### config.mk
export PLATFORM = sky130hd
export DESIGN_NAME = amba_axi_pcm_write
export DESIGN_NICKNAME = d
export VERILOG_FILES = /design/src/rtl/amba_axi_pkg.sv /design/src/rtl/pcm_burst_fifo.sv /design/src/rtl/amba_axi_pcm_write.sv
export SDC_FILE = /design/constraint.sdc
export NUM_CORES = 2
export LEC_CHECK = 0
export BUFFER_PORTS_ARGS = -buffer_cell sky130_fd_sc_hd__buf_4
export CAP_MARGIN = 20
export CORE_MARGIN = 4
export CORE_UTILIZATION = 52
export DETAILED_ROUTE_END_ITERATION = 7
export PLACE_DENSITY_LB_ADDON = 0.2
export SLEW_MARGIN = 20
export SYNTH_ARGS = -nofsm -noshare
export SYNTH_HDL_FRONTEND = slang
export SYNTH_SLANG_ARGS = --single-unit
### constraint.sdc
create_clock -name aclk -period 5.85 [get_ports aclk]
set_clock_uncertainty 0.05 [all_clocks]
set_input_delay 1.17 -clock aclk [delete_from_list [all_inputs] [get_ports aclk]]
set_output_delay 1.17 -clock aclk [all_outputs]
set_load 0.02 [all_outputs]
### src/rtl/amba_axi_pkg.sv
// Shared AXI constants, write-FSM state type and PCM path defaults.
package amba_axi_pkg;

  localparam int unsigned PCM_WORD_LENGTH      = 16;
  localparam int unsigned PCM_BUS_SIZE         = 4 * PCM_WORD_LENGTH;
  localparam int unsigned PCM_HALF_WINDOW_SIZE = 512;

  localparam logic [1:0] AXI_RESP_OKAY   = 2'b00;
  localparam logic [1:0] AXI_RESP_SLVERR = 2'b10;
  localparam logic [1:0] AXI_BURST_INCR  = 2'b01;
  localparam logic [2:0] AXI_SIZE_8B     = 3'b011;

  typedef enum logic [2:0] {
    IDLE,
    WAIT_FILL,
    ADDR,
    DATA,
    RESP,
    DONE
  } axi_wr_state_t;

endpackage

### src/rtl/pcm_burst_fifo.sv
// Synchronous FIFO buffering PCM beats ahead of the AXI W channel.
// Depth must be a power of two so the pointers wrap naturally.
module pcm_burst_fifo #(
  parameter int unsigned WIDTH = 64,
  parameter int unsigned DEPTH = 32,
  localparam int unsigned CNT_W = $clog2(DEPTH + 1),
  localparam int unsigned PTR_W = $clog2(DEPTH)
) (
  input  logic             aclk,
  input  logic             aresetn,
  input  logic             push,
  input  logic [WIDTH-1:0] wdata,
  input  logic             pop,
  output logic [WIDTH-1:0] rdata,
  output logic             full,
  output logic             empty,
  output logic [CNT_W-1:0] count
);

  logic [WIDTH-1:0] mem [DEPTH];
  logic [PTR_W-1:0] wr_ptr;
  logic [PTR_W-1:0] rd_ptr;
  logic [CNT_W-1:0] count_nxt;
  logic             push_ok;
  logic             pop_ok;

  assign push_ok = push & ~full;
  assign pop_ok  = pop & ~empty;
  assign rdata   = mem[rd_ptr];

  // Next occupancy from the accepted push/pop pair.
  always_comb begin
    count_nxt = count;
    if (push_ok && !pop_ok) begin
      count_nxt = count + CNT_W'(1);
    end else if (!push_ok && pop_ok) begin
      count_nxt = count - CNT_W'(1);
    end
  end

  // Pointers, occupancy and registered full/empty flags.
  always_ff @(posedge aclk) begin
    if (!aresetn) begin
      wr_ptr <= '0;
      rd_ptr <= '0;
      count  <= '0;
      full   <= 1'b0;
      empty  <= 1'b1;
    end else begin
      if (push_ok) wr_ptr <= wr_ptr + PTR_W'(1);
      if (pop_ok)  rd_ptr <= rd_ptr + PTR_W'(1);
      count <= count_nxt;
      full  <= (count_nxt == CNT_W'(DEPTH));
      empty <= (count_nxt == '0);
    end
  end

  // Storage array, written on accepted pushes.
  always_ff @(posedge aclk) begin
    if (push_ok) mem[wr_ptr] <= wdata;
  end

endmodule

### src/rtl/amba_axi_pcm_write.sv
// AXI write master: buffers PCM beats and writes one half-window frame
// as fixed-length INCR bursts, one burst in flight at a time.
module amba_axi_pcm_write
  import amba_axi_pkg::*;
#(
  parameter int unsigned WORD_LENGTH      = PCM_WORD_LENGTH,
  parameter int unsigned BUS_SIZE         = 4 * WORD_LENGTH,
  parameter int unsigned ADDR_W           = 32,
  parameter int unsigned HALF_WINDOW_SIZE = PCM_HALF_WINDOW_SIZE,
  parameter int unsigned BURST_LEN        = 16,
  parameter int unsigned FIFO_DEPTH       = 2 * BURST_LEN
) (
  input  logic                  aclk,
  input  logic                  aresetn,
  input  logic                  start,
  input  logic [ADDR_W-1:0]     base_addr,
  output logic                  busy,
  output logic                  done,
  output logic                  err,
  input  logic                  pcm_valid,
  output logic                  pcm_ready,
  input  logic [BUS_SIZE-1:0]   pcm_data,
  output logic [ADDR_W-1:0]     awaddr,
  output logic [7:0]            awlen,
  output logic [2:0]            awsize,
  output logic [1:0]            awburst,
  output logic                  awvalid,
  input  logic                  awready,
  output logic [BUS_SIZE-1:0]   wdata,
  output logic [BUS_SIZE/8-1:0] wstrb,
  output logic                  wlast,
  output logic                  wvalid,
  input  logic                  wready,
  input  logic [1:0]            bresp,
  input  logic                  bvalid,
  output logic                  bready
);

  localparam int unsigned FRAME_BEATS = HALF_WINDOW_SIZE / 4;
  localparam int unsigned NUM_BURSTS  = FRAME_BEATS / BURST_LEN;
  localparam int unsigned BURST_BYTES = BURST_LEN * (BUS_SIZE / 8);
  localparam int unsigned BEAT_W      = $clog2(BURST_LEN);
  localparam int unsigned BURST_W     = $clog2(NUM_BURSTS + 1);
  localparam int unsigned IN_W        = $clog2(FRAME_BEATS + 1);
  localparam int unsigned FIFO_CNT_W  = $clog2(FIFO_DEPTH + 1);

  axi_wr_state_t         state_q;
  axi_wr_state_t         state_nxt;
  logic [ADDR_W-1:0]     addr_q;
  logic                  err_q;
  logic [BURST_W-1:0]    burst_q;
  logic [BEAT_W-1:0]     beat_q;
  logic [IN_W-1:0]       in_cnt_q;

  logic [BUS_SIZE-1:0]   fifo_rdata;
  logic                  fifo_full;
  logic                  fifo_empty;
  logic [FIFO_CNT_W-1:0] fifo_count;

  logic start_acc;
  logic pcm_fire;
  logic w_fire;
  logic b_fire;

  assign start_acc = (state_q == IDLE) & start;
  assign pcm_fire  = pcm_valid & pcm_ready;
  assign w_fire    = wvalid & wready;
  assign b_fire    = bvalid & bready;

  assign awaddr  = addr_q;
  assign err     = err_q;
  assign awlen   = 8'(BURST_LEN - 1);
  assign awsize  = AXI_SIZE_8B;
  assign awburst = AXI_BURST_INCR;
  assign wstrb   = '1;

  pcm_burst_fifo #(
    .WIDTH (BUS_SIZE),
    .DEPTH (FIFO_DEPTH)
  ) u_fifo (
    .aclk    (aclk),
    .aresetn (aresetn),
    .push    (pcm_fire),
    .wdata   (pcm_data),
    .pop     (w_fire & ~fifo_empty),
    .rdata   (fifo_rdata),
    .full    (fifo_full),
    .empty   (fifo_empty),
    .count   (fifo_count)
  );

  // State register.
  always_ff @(posedge aclk) begin
    if (!aresetn) begin
      state_q <= IDLE;
    end else begin
      state_q <= state_nxt;
    end
  end

  // Next-state logic: AW only once a full burst is buffered.
  always_comb begin
    state_nxt = state_q;
    unique case (state_q)
      IDLE:      if (start) state_nxt = WAIT_FILL;
      WAIT_FILL: if (fifo_count >= FIFO_CNT_W'(BURST_LEN)) state_nxt = ADDR;
      ADDR:      if (awready) state_nxt = DATA;
      DATA:      if (wready && wlast) state_nxt = RESP;
      RESP: begin
        if (bvalid) begin
          state_nxt = (burst_q == BURST_W'(NUM_BURSTS - 1)) ? DONE : WAIT_FILL;
        end
      end
      DONE:      state_nxt = IDLE;
      default:   state_nxt = IDLE;
    endcase
  end

  // Moore outputs decoded from the state register; no ready-to-valid paths.
  always_comb begin
    busy      = 1'b0;
    done      = 1'b0;
    awvalid   = 1'b0;
    wvalid    = 1'b0;
    wlast     = 1'b0;
    wdata     = '0;
    bready    = 1'b0;
    pcm_ready = 1'b0;
    busy      = (state_q != IDLE);
    unique case (state_q)
      ADDR: awvalid = 1'b1;
      DATA: begin
        wvalid = 1'b1;
        wdata  = fifo_rdata;
        wlast  = (beat_q == BEAT_W'(BURST_LEN - 1));
      end
      RESP: bready = 1'b1;
      DONE: done = 1'b1;
      default: ;
    endcase
    pcm_ready = busy & ~fifo_full & (in_cnt_q < IN_W'(FRAME_BEATS));
  end

  // Frame datapath: address, sticky error and beat/burst counters.
  always_ff @(posedge aclk) begin
    if (!aresetn) begin
      addr_q   <= '0;
      err_q    <= 1'b0;
      burst_q  <= '0;
      beat_q   <= '0;
      in_cnt_q <= '0;
    end else if (start_acc) begin
      addr_q   <= base_addr & ~ADDR_W'(BURST_BYTES - 1);
      err_q    <= 1'b0;
      burst_q  <= '0;
      beat_q   <= '0;
      in_cnt_q <= '0;
    end else begin
      if (pcm_fire) in_cnt_q <= in_cnt_q + IN_W'(1);
      if (w_fire)   beat_q   <= beat_q + BEAT_W'(1);
      if (b_fire) begin
        err_q   <= err_q | (bresp != AXI_RESP_OKAY);
        burst_q <= burst_q + BURST_W'(1);
        addr_q  <= addr_q + ADDR_W'(BURST_BYTES);
      end
    end
  end

endmodule
==> run metrics <==
deepest clock path buffer count 3; Main synth FF type edfxtp_1; post-synth top area share between 70% and 80%; most used standard cell by instance count after synthesis edfxtp_1; first-pass GRT wire length between 200000 and 300000 µm; final core occ about three fifths; Post-synth ARST share 0%; final setup violation count 0; pin count of the biggest net entering global routing 72; Final Critical Period between 5 and 6 ns; Rows 144; proportion of synthesized area in mux cells 17.6%; GRT met3 Usage 5.19%; RSZ-0062 raised after global routing no; Die ar. around 0.16 mm²; Post-synth EDFFs 2048; Setup TNS 0 ns; DRT antenna net count 0; XOR/XNOR Fraction of Synth Area 0.452%; Worst-path clk slew roughly 0.06 ns; post-synthesis cell type count 53; effective utilization at floorplan a little over half; Final nets 4025; reg2reg setup slack ~2.2 ns; worst slew pin tran 1.09 ns; DRT iter0 DRCs approximately 4500; Root Buffer clkbuf_16; Max Clk Rate between 150 and 200 MHz; #FFs+latches synth 2116; Crit Path Class register to primary output; fraction of layout cells with a size suffix above 1 31.3%; Leakage Power between 0.02 and 0.03 µW; 1st-pass router iterations 6; final WL 188000 µm; outcome complete, no violations; most used routing layer met2; initial antenna violation count 9; Pwr per Cell Area 341 mW/mm²; vias per inst 6.21; post-synthesis simple-gate area fraction 1.77%; routed len/inst 30.6 µm; Worst R2R End u_fifo.mem[16][50]$_DFFE_PP_; vias in the first global route 38600; DRC viols 0; Syn. warnings 0; CTS resizes 0; Routability Congestion approximately 0.75; Fin. Hold Viols 0; CTS Sinks between 2000 and 2500; total core area 0.155 mm²; number of max-cap violations 0; largest family of logic cells by synthesized area multiplexers; GR Layer Usage met1 33.5%; Setup Fix Bufs, Post-CTS 0; most common library cells after synthesis 2048 x edfxtp_1, 600 x mux4_2, 151 x nor2_1; Slew Limit Fails 0; htree depth 4; cell taking the most area after synthesis edfxtp_1; hold depth 2; required time worst endpoint 4.63 ns; global-route track usage on met2 36.8%; die width 404 µm; Clock Latency Late Sink ~0.84 ns; Buffers on Ports 194; complex-gate fraction of the synthesized area 1.37%; CP startpoint kind register; Mean Syn Cell Area 22.8 µm²; Area growth syn-to-layout 14.4%; CTS tree done; Area contributors post-synth edfxtp_1 76%, mux4_2 17%, dfxtp_1 1.7%, mux2i_1 1.0%, a211oi_1 0.72%; cell count after synthesis 3566; GRT Total Usage between 20% and 30%; Synth Area in Adders less than 1%; DR vias 38100; type of the tightest min-delay check register to register; Slew headroom 27.2%; CP Max Fanout 35; Die Y 404 µm; hold endpoint err$_SDFFE_PP0P_; dpl hpwl 94100 µm; CTS Hold Bufs 0; worst reg2reg startpoint in_cnt_q[7]$_SDFFE_PP0N_; mapped cell area 0.0815 mm²; global route total overflow 0; Max IR drop VDD 0.000298 V; Worst R2R Path Depth 5; crit share post-route 90.4%; Num CTS Buffers 210; sequential share of the synthesized area 77.2%; IO Pins 230; Worst Hold Launch err$_SDFFE_PP0P_; Arr. time, crit path 4.07 ns; CP Capture Type primary output
flip-flops by register name, summed over array words and instances, names as in the netlist, named ones only:
signal / cells
u_fifo.empty: 1
burst_q: 4
in_cnt_q: 8
u_fifo.full: 1
awaddr: 25
err: 1
u_fifo.count: 6
state_q: 3
u_fifo.rd_ptr: 5
beat_q: 4
u_fifo.mem: 2048
u_fifo.wr_ptr: 5
layout make-up:
cell class	count	area [µm²]
tap	2044	2560
timing repair buffer	327	3040
inverter	13	48.8
antenna	4	10.0
fill	10800	61800
clock inverter	139	1370
multi-input combinational	1241	17800
sequential	2116	62900
clock buffer	255	5480
power by group:
group	switching, µW	internal (µW)
registers	128	16800
logic	954	587
clock network	5670	7620
through the flow:
stage | hold slack, ns | instances | total power [µW] | cell area (µm²) | worst slack [ns]
floorplan | 0.404 | 3592 | 18100 | 81500 | 0.376
global placement | 0.392 | 5741 | 18800 | 86300 | 1.37
detailed placement | 0.416 | 5741 | 18800 | 86300 | 1.32
CTS | 0.424 | 6135 | 32100 | 93100 | 0.439
global route | 0.455 | 6137 | 32900 | 93100 | 0.251
finish | 0.410 | 6139 | 31800 | 93200 | 0.564
how the worst max path moves through the flow:
stage	start	to	cells past startpoint
floorplan	pcm_valid	u_fifo.mem[28][0]$_DFFE_PP_	6
detailed placement	pcm_valid	u_fifo.mem[16][44]$_DFFE_PP_	6
finish	register	wdata[35]	6
CTS	register	wdata[35]	6
global route	register	wdata[35]	6
global placement	register	wdata[35]	6
per-layer routing:
metal / share of wire (%) / routed length [µm] / vias to the layer above
met5: 0.036 / 68 / -
met4: 1.9 / 3640 / 10
met3: 7.8 / 14700 / 258
met2: 49 / 91100 / 1574
met1: 42 / 78200 / 20500
li1: - / - / 15700
critical path: stages (launching register included):
cell     delay [ns]
dfxtp_4        0.95
buf_4          0.38
mux4_2         0.53
mux4_2         0.46
a21oi_1        0.57
nor2_1         0.11
buf_4          0.19
kinds of logic after synthesis:
kind of cell / count (synthesis)
muxes: 683
AOI/OAI and AO/OA: 176
xor gates and xnor gates: 42
other: 2
buffers and inverters: 235
and+or+nand+nor: 301
adders and majority gates: 11
DFF: 2116
layout by cell type (no fill, tap or decap), types with 11 or more instances in the layout:
master / n
nand3_1: 17
ha_1: 11
xnor2_1: 17
edfxtp_1: 2048
xor2_1: 25
inv_1: 11
nor2b_1: 40
nor2_1: 119
a211oi_1: 78
clkbuf_16: 212
o21ai_0: 22
conb_1: 28
buf_12: 47
clkbuf_1: 42
mux4_2: 600
a21oi_1: 59
nor2_4: 32
bufinv_16: 21
mux2i_1: 82
buf_4: 280
clkinv_2: 47
nand4_1: 15
nand2_1: 34
dfxtp_1: 63
clkinv_1: 47
Note: power is estimated with default switching activity, not from simulation.
